## src/rtl/rxq_desc.sv

```systemverilog
// rxq_desc: receive-frame descriptor FIFO with a wishbone pop/inspect interface.
// Define RXQ_DROPCNT_EN to add a saturating drop counter at register 3.
module rxq_desc #(
  parameter int DEPTH_LOG2 = 2
) (
  input  logic        wb_clk_i,
  input  logic        wb_rst_i,
  input  logic [1:0]  wb_adr_i,
  input  logic [15:0] wb_dat_i,
  output logic [15:0] wb_dat_o,
  input  logic        wb_cyc_i,
  input  logic        wb_we_i,
  input  logic [1:0]  wb_sel_i,
  input  logic        wb_stb_i,
  output logic        wb_ack_o,
  input  logic        frm_done_i,
  input  logic [10:0] frm_len_i,
  input  logic [3:0]  frm_err_i,
  input  logic        frm_match_i,
  output logic        rx_rdy_o,
  output logic        rxq_irq_o
);
  localparam int DEPTH = 1 << DEPTH_LOG2;
  localparam int CW = DEPTH_LOG2 + 1;
  logic [10:0] len_mem [DEPTH];
  logic [4:0] sts_mem [DEPTH];
  logic [DEPTH_LOG2-1:0] wr_ptr, rd_ptr;
  logic [CW-1:0] count, count_nxt;
  logic ovf, acc, wr_en, csr_wr, flush, ovf_clr, pop, full, empty, push_ok, drop;
  logic [15:0] csr, rdata, drop_val;
  always_comb begin
    acc = wb_cyc_i & wb_stb_i & ~wb_ack_o;
    wr_en = acc & wb_we_i & (wb_sel_i == 2'b11);
    csr_wr = wr_en & (wb_adr_i == 2'd0);
    flush = csr_wr & wb_dat_i[14];
    ovf_clr = csr_wr & wb_dat_i[15];
    full = count == CW'(DEPTH);
    empty = count == '0;
    pop = wr_en & (wb_adr_i == 2'd2) & ~empty;
    // a same-cycle pop frees the slot for an incoming frame; flush discards it outright
    push_ok = frm_done_i & (~full | pop) & ~flush;
    drop = frm_done_i & full & ~pop & ~flush;
    count_nxt = flush ? '0 : count + CW'(push_ok) - CW'(pop);
    csr = {ovf, full, empty, 8'b0, 5'(count)};
    rdata = wb_adr_i == 2'd0 ? csr :
            wb_adr_i == 2'd1 ? (empty ? 16'h0 : {5'b0, len_mem[rd_ptr]}) :
            wb_adr_i == 2'd2 ? (empty ? 16'h0 : {11'b0, sts_mem[rd_ptr]}) : drop_val;
  end
  always_ff @(posedge wb_clk_i) begin
    if (push_ok) begin
      len_mem[wr_ptr] <= frm_len_i;
      sts_mem[wr_ptr] <= {frm_match_i, frm_err_i};
    end
  end
  always_ff @(posedge wb_clk_i) begin
    if (wb_rst_i) begin
      wb_ack_o <= 1'b0;
      wb_dat_o <= '0;
      wr_ptr <= '0;
      rd_ptr <= '0;
      count <= '0;
      ovf <= 1'b0;
      rx_rdy_o <= 1'b1;
      rxq_irq_o <= 1'b0;
    end else begin
      wb_ack_o <= acc;
      wb_dat_o <= (acc & ~wb_we_i) ? rdata : '0;
      wr_ptr <= flush ? '0 : wr_ptr + DEPTH_LOG2'(push_ok);
      rd_ptr <= flush ? '0 : rd_ptr + DEPTH_LOG2'(pop);
      count <= count_nxt;
      ovf <= drop | (ovf & ~ovf_clr);
      rx_rdy_o <= count_nxt != CW'(DEPTH);
      rxq_irq_o <= count_nxt != '0;
    end
  end
`ifdef RXQ_DROPCNT_EN
  logic [15:0] drop_cnt;
  assign drop_val = drop_cnt;
  always_ff @(posedge wb_clk_i) begin
    if (wb_rst_i) drop_cnt <= '0;
    else if (wr_en && wb_adr_i == 2'd3) drop_cnt <= 16'(drop);
    else if (drop && drop_cnt != 16'hFFFF) drop_cnt <= drop_cnt + 16'd1;
  end
`else
  assign drop_val = '0;
`endif
endmodule

```

## config.mk

```make
export PLATFORM = sky130hd
export DESIGN_NAME = rxq_desc
export DESIGN_NICKNAME = d
export VERILOG_FILES = /design/src/rtl/rxq_desc.sv
export SDC_FILE = /design/constraint.sdc
export NUM_CORES = 1
export LEC_CHECK = 0
export ABC_AREA = 1
export BUFFER_PORTS_ARGS = -buffer_cell sky130_fd_sc_hd__buf_2
export CORE_MARGIN = 2
export CORE_UTILIZATION = 50
export DETAILED_ROUTE_END_ITERATION = 10
export PLACE_DENSITY = 0.75
export RECOVER_POWER = 25
export SLEW_MARGIN = 20
export SYNTH_ARGS = -nofsm -noshare
export SYNTH_HDL_FRONTEND = slang
export SYNTH_SLANG_ARGS = --single-unit
```

## constraint.sdc

```tcl
create_clock -name wb_clk_i -period 2.06 [get_ports wb_clk_i]
set_input_delay 0.206 -clock wb_clk_i [delete_from_list [all_inputs] [get_ports wb_clk_i]]
set_output_delay 0.206 -clock wb_clk_i [all_outputs]
set_load 0.02 [all_outputs]
```

### Yosys cells after proc, flatten, opt, wreduce, memory -nomap -nowiden

Memories as Yosys holds them, arrays and structs flattened. A register that Yosys moved wholly into a read port is not among the register bits.
Cells that the tools add are included.

| operators by class | value |
|---|---|
| bitwise operators | 26 |
| multiplexer cells | 10 |
| reductions and logical operators | 6 |
| equality and inequality tests | 5 |
| $add $sub $neg | 4 |

Operators by type and width:

| kind | number |
|---|---|
| 2-to-1 mux 11 bit | 2 |
| AND 1 bit | 16 |
| 2-to-1 mux 16 bit | 1 |
| 2-to-1 mux 5 bit | 2 |
| NOT 1 bit | 8 |
| adder 2 x 1 -> 2 bit | 2 |
| == test 2 bit, second input constant | 2 |
| 2-to-1 mux 2 bit | 2 |
| OR reduction 2 bit | 2 |
| adder 3 x 1 -> 3 bit | 1 |
| == test 3 bit, second input constant | 1 |
| logical NOT 3 bit | 1 |
| 2-to-1 mux 3 bit | 1 |
| inequality test 3 bit, second input constant | 1 |
| nonzero test 3 bit | 1 |
| OR reduction 3 bit | 1 |
| subtractor 3 x 1 -> 3 bit | 1 |
| == test 2 x 1 -> 1 bit, second input constant | 1 |
| logical NOT 2 bit | 1 |
| 2-to-1 mux 1 bit | 2 |
| OR 1 bit | 2 |

| storage, ports and cells | value |
|---|---|
| output and inout bits | 19 |
| memories | 2 |
| RAM bits | 64 |
| logic and storage cells | 62 |
| bits in registers | 27 |

Memories:

| memory | depth | width | read ports | clocked after memory_dff | wr ports | RTL line | RTL |
|---|---|---|---|---|---|---|---|
| len_mem | 4 | 11 | 1 | 1 | 1 | 25 | `logic [10:0] len_mem [DEPTH];` |
| sts_mem | 4 | 5 | 1 | 1 | 1 | 26 | `logic [4:0] sts_mem [DEPTH];` |

### Logic depth before layout (Yosys ltp)

| depth | value |
|---|---|
| depth in word-level cells | 13 |
| gate-level depth with buffers | 15 |
| depth with buffers taken out | 15 |

### Least setup slack after synthesis

OpenSTA, ideal clock, no wires.

| path | value |
|---|---|
| path type | reg-to-reg |
| from | register wb_ack_o |
| to | register rx_rdy_o |
| clock period less this slack | 2.258 ns |
| cell stages (with the launch flop) | 16 |
| path buffers | 0 |
| library setup time | 0.115 ns |
| arrival time | 2.143 ns |
| setup slack | -0.198 ns |
| cells stage by stage | dfxtp_1 -> inv_1 -> nand3_4 -> nor2_4 -> nand3_2 -> nand2_1 -> nand3_2 -> ha_1 -> inv_1 -> ha_1 -> inv_1 -> fa_1 -> xnor2_1 -> nand2_1 -> nor2_2 -> nand2_1 |

| on the way | value |
|---|---|
| longest elaborated chain between the ends | 13 |
| elaborated cells on any way between the ends | 16 |

RTL lines:

| element | RTL line | RTL |
|---|---|---|
| start: declaration | 15 | `output logic wb_ack_o,` |
| start signal: assignment | 57 | `wb_ack_o <= 1'b0;` |
| start signal: assignment | 66 | `wb_ack_o <= acc;` |
| NOT 1 bit (*) | 32 | `acc = wb_cyc_i & wb_stb_i & ~wb_ack_o;` |
| AND 1 bit (*) | 32 |  |
| AND 1 bit (*) (2 in series) | 33 | `wr_en = acc & wb_we_i & (wb_sel_i == 2'b11);` |
| AND 1 bit (2 in series) | 39 | `pop = wr_en & (wb_adr_i == 2'd2) & ~empty;` |
| OR 1 bit | 41 | `push_ok = frm_done_i & (~full \| pop) & ~flush;` |
| AND 1 bit (2 in series) | 41 |  |
| adder 3 x 1 -> 3 bit | 43 | `count_nxt = flush ? '0 : count + CW'(push_ok) - CW'(pop);` |
| subtractor 3 x 1 -> 3 bit | 43 |  |
| 2-to-1 mux 3 bit (*) | 43 |  |
| inequality test 3 bit (*) | 72 | `rx_rdy_o <= count_nxt != CW'(DEPTH);` |
| end signal: assignment | 72 |  |
| end: declaration | 20 | `output logic rx_rdy_o,` |

Mark *: on every way between the ends. The rest lies on a longest branch, timed or not.
A chain may end at the register's enable or synchronous reset.

### Worst setup path after layout

Ends and elaborated chain as after synthesis.

==> summary.md <==
| Metric | Value |
|---|---|
| Final nets | `430` |
| Period utilization | `104.5%` |
| CP Capture Type | `register` |
| Setup crit start kind | `register` |
| Avg Synthesized Cell Area | `11.56 sq um` |
| R2r endpoint | `rx_rdy_o` |
| Yosys reg bits | `89` |
| Fin crit period | `2.153 ns` |
| Routed Antenna Nets | `0` |
| Design area | `0.004325 sq mm` |
| Fmax | `464.4 MHz` |
| Post-Syn Area | `0.003548 sq mm` |
| Relative slew slack | `64.28%` |
| H-Tree Depth | `3` |
| Clk root buf | `clkbuf_8` |
| Leading cell type in the layout, fill and taps excluded | `edfxtp_1` |
| CTS Buf Count | `9` |
| First-pass DRT Iterations | `4` |
| Final Hold Fails | `0` |
| CP Data Arrival Time | `2.41 ns` |
| Hold path cells | `1` |
| CP max-delay cell | `dfxtp_4` |
| DR WL/cell | `14.61 um` |
| Slew Viols, Final | `0` |
| I/O Buffers | `44` |
| Ratio of cells with drive above 1 in the final layout | `30.15%` |
| Synthesis-to-layout area growth | `21.90%` |
| Worst reg2reg path depth | `13` |
| Final setup violation count | `3` |
| First-pass GRT wire length | `10900 um` |
| Clock-pin slew on the worst setup and hold paths | `0.09 ns` |
| DR vias/cell | `4.967` |
| ANT cells | `0` |
| Critical Path, Cell by Cell | `inv_4 > nand3_4 > buf_12 > nor3_4 > ha_4 > inv_4 > ha_4 > inv_2 > fa_2 > xnor2_2 > nand2_1 > nor2_2 > nand2_1` |
| Largest net degree at the start of global routing | `34` |
| Violated checks | `negative setup slack` |
| GPL Wtd Cong | `0.8069` |
| Placed Area | `0.003983 sq mm` |
| Worst skew pair latency | `0.36 ns` |
| Buffers and inverters on the worst path | `4` |
| Die height | `88.24 um` |
| GRT Total Usage | `18.97%` |
| Initial antenna violation count | `0` |
| Kind of cell adding the most delay to the critical path | `adder cells` |
| Crit-path max FO | `2` |
| Register area share after synthesis | `68.27%` |
| Critical Path RT | `2.31 ns` |
| Iter 0 DRT Violations | `164` |
| FILL cells | `564` |
| Setup WS post-layout | `-0.09342 ns` |
| Critical path type | `reg -> reg` |
| Post-Synthesis Cells | `307` |
| RSZ-0062 raised after global routing | `true` |
| Worst slack, placed | `-0.2172 ns` |
| Worst Clk Skew | `0.01043 ns` |
| Post-DP HPWL | `4348 um` |
| Full die area | `0.007786 sq mm` |
| Hold EP | `len_mem[2][1]` |
| Total grt overflow | `0` |
| Overall power | `3862 uW` |
| Pleak | `0.001710 uW` |
| Hold_sp | `frm_len_i[1]` |
| Via Count | `2404` |
| Crit path largest cell delay | `0.36 ns` |
| # rows | `30` |
| # DRC | `0` |
| Power Dens Cells | `892.8 mW/mm^2` |
| VDD IR max | `533.5 uV` |
| Slew @ Worst Pin | `0.5350 ns` |
| TritonCTS clock tree | `built` |
| Hold_buf cts | `0` |
| # IOs | `61` |
| Width of the die | `88.24 um` |
| Final TNS setup | `-0.1598 ns` |
| Max-Cap Viols | `0` |
| Worst flop-to-flop path startpoint | `wb_ack_o` |
| Status | `finished, violations left` |
| Synth Warn # | `0` |
| CTS max path bufs | `2` |
| Initial Util | `51.94%` |
| Worst min path class | `in -> reg` |
| Vias in the first global route | `2363` |
| Clock Sinks | `89` |
| Total Wirelength | `7072 um` |
| Synth cell types | `28` |
| Core area | `0.006832 sq mm` |
| FF-to-FF setup slack | `-0.09 ns` |
| Commonest cells after routing, fill and taps aside | `64 x edfxtp_1, 63 x nor2_1, 32 x buf_2` |
-- through the flow --
step	instances	util, %	hold WS (ns)
6_report	484	63.32	0.06766
4_1_cts	478	61.78	0.04884
3_5_place_dp	459	58.30	0.4203
2_1_floorplan	308	-	0.2750
3_3_place_gp	459	58.30	0.4140
5_1_grt	484	63.32	0.07673
-- repair_timing --
item	4_1_cts	5_1_grt
pin swaps	7	5
gates cloned	0	2
gates resized for setup	7	20
setup endpoints to repair	4	68
buffers inserted	3	5
-- flip-flops by register name, summed over array words and instances (netlist names) --
register	count
count	3
len_mem	44
ovf	1
rd_ptr	2
rx_rdy_o	1
rxq_irq_o	1
sts_mem	20
wb_ack_o	1
wb_dat_o	14
wr_ptr	2
-- routing by layer --
metal	share of wire [%]	track usage, %	vias up
met5	0	0	-
met4	1.5	9.366	0
met3	6.0	3.638	9
met2	50	32.95	80
met1	43	22.63	1131
li1	-	-	1184
-- worst max-delay path by stage --
stage                            from        end  slack (ns)  depth (start not counted)
after detailed placement  wb_adr_i[1]   rx_rdy_o       -0.22                         14
after floorplan              wb_ack_o  rxq_irq_o       -0.10                         14
final                        wb_ack_o   rx_rdy_o       -0.09                         13
after global routing         wb_ack_o   rx_rdy_o       -0.20                         15
after global placement       count[2]   rx_rdy_o       -0.13                         13
after CTS                    wb_ack_o   rx_rdy_o       -0.11                         15
-- cells in the mapped netlist (all sizes together) --
| cell type | n | area, sq um |
|---|---|---|
| nand4 | 1 | 6.260 |
| xnor2 | 3 | 26.28 |
| edfxtp | 64 | 1922 |
| dfxtp | 25 | 500.5 |
| conb | 1 | 3.750 |
| inv | 25 | 96.34 |
| nor3 | 2 | 15.01 |
| o21ai | 31 | 155.2 |
| fa | 1 | 20.02 |
| nand3 | 19 | 140.1 |
| ha | 4 | 50.05 |
| buf | 12 | 88.83 |
| nor2 | 73 | 314.0 |
| o22ai | 4 | 25.02 |
| a21oi | 8 | 40.04 |
| nand2 | 34 | 145.1 |
-- report_power, final --
part           internal (uW)  total, uW  switching [uW]
clock network            453       1090             634
logic                    275        653             378
registers               2080       2120            44.7
-- cells by family after synthesis --
kind of cell / count (synthesis) / share of synthesized area, %
flops: 89 / 68.27
simple gates: 129 / 17.49
other cells: 1 / 0.1057
fa+ha+maj: 5 / 1.975
buf+inv: 37 / 5.218
xor+xnor: 3 / 0.7406
compound gates: 43 / 6.206
-- area by class of cell --
class | instances | area, sq um | share of cell area, %
inverter | 25 | 101.3 | 2.343
tap | 96 | 120.1 | 2.777
clock buffer | 10 | 127.6 | 2.951
clock inverter | 6 | 51.30 | 1.186
timing repair buffer | 76 | 488.0 | 11.28
multi-input combinational | 182 | 1011 | 23.37
sequential | 89 | 2426 | 56.09
Power figures use the tool's default switching activity.
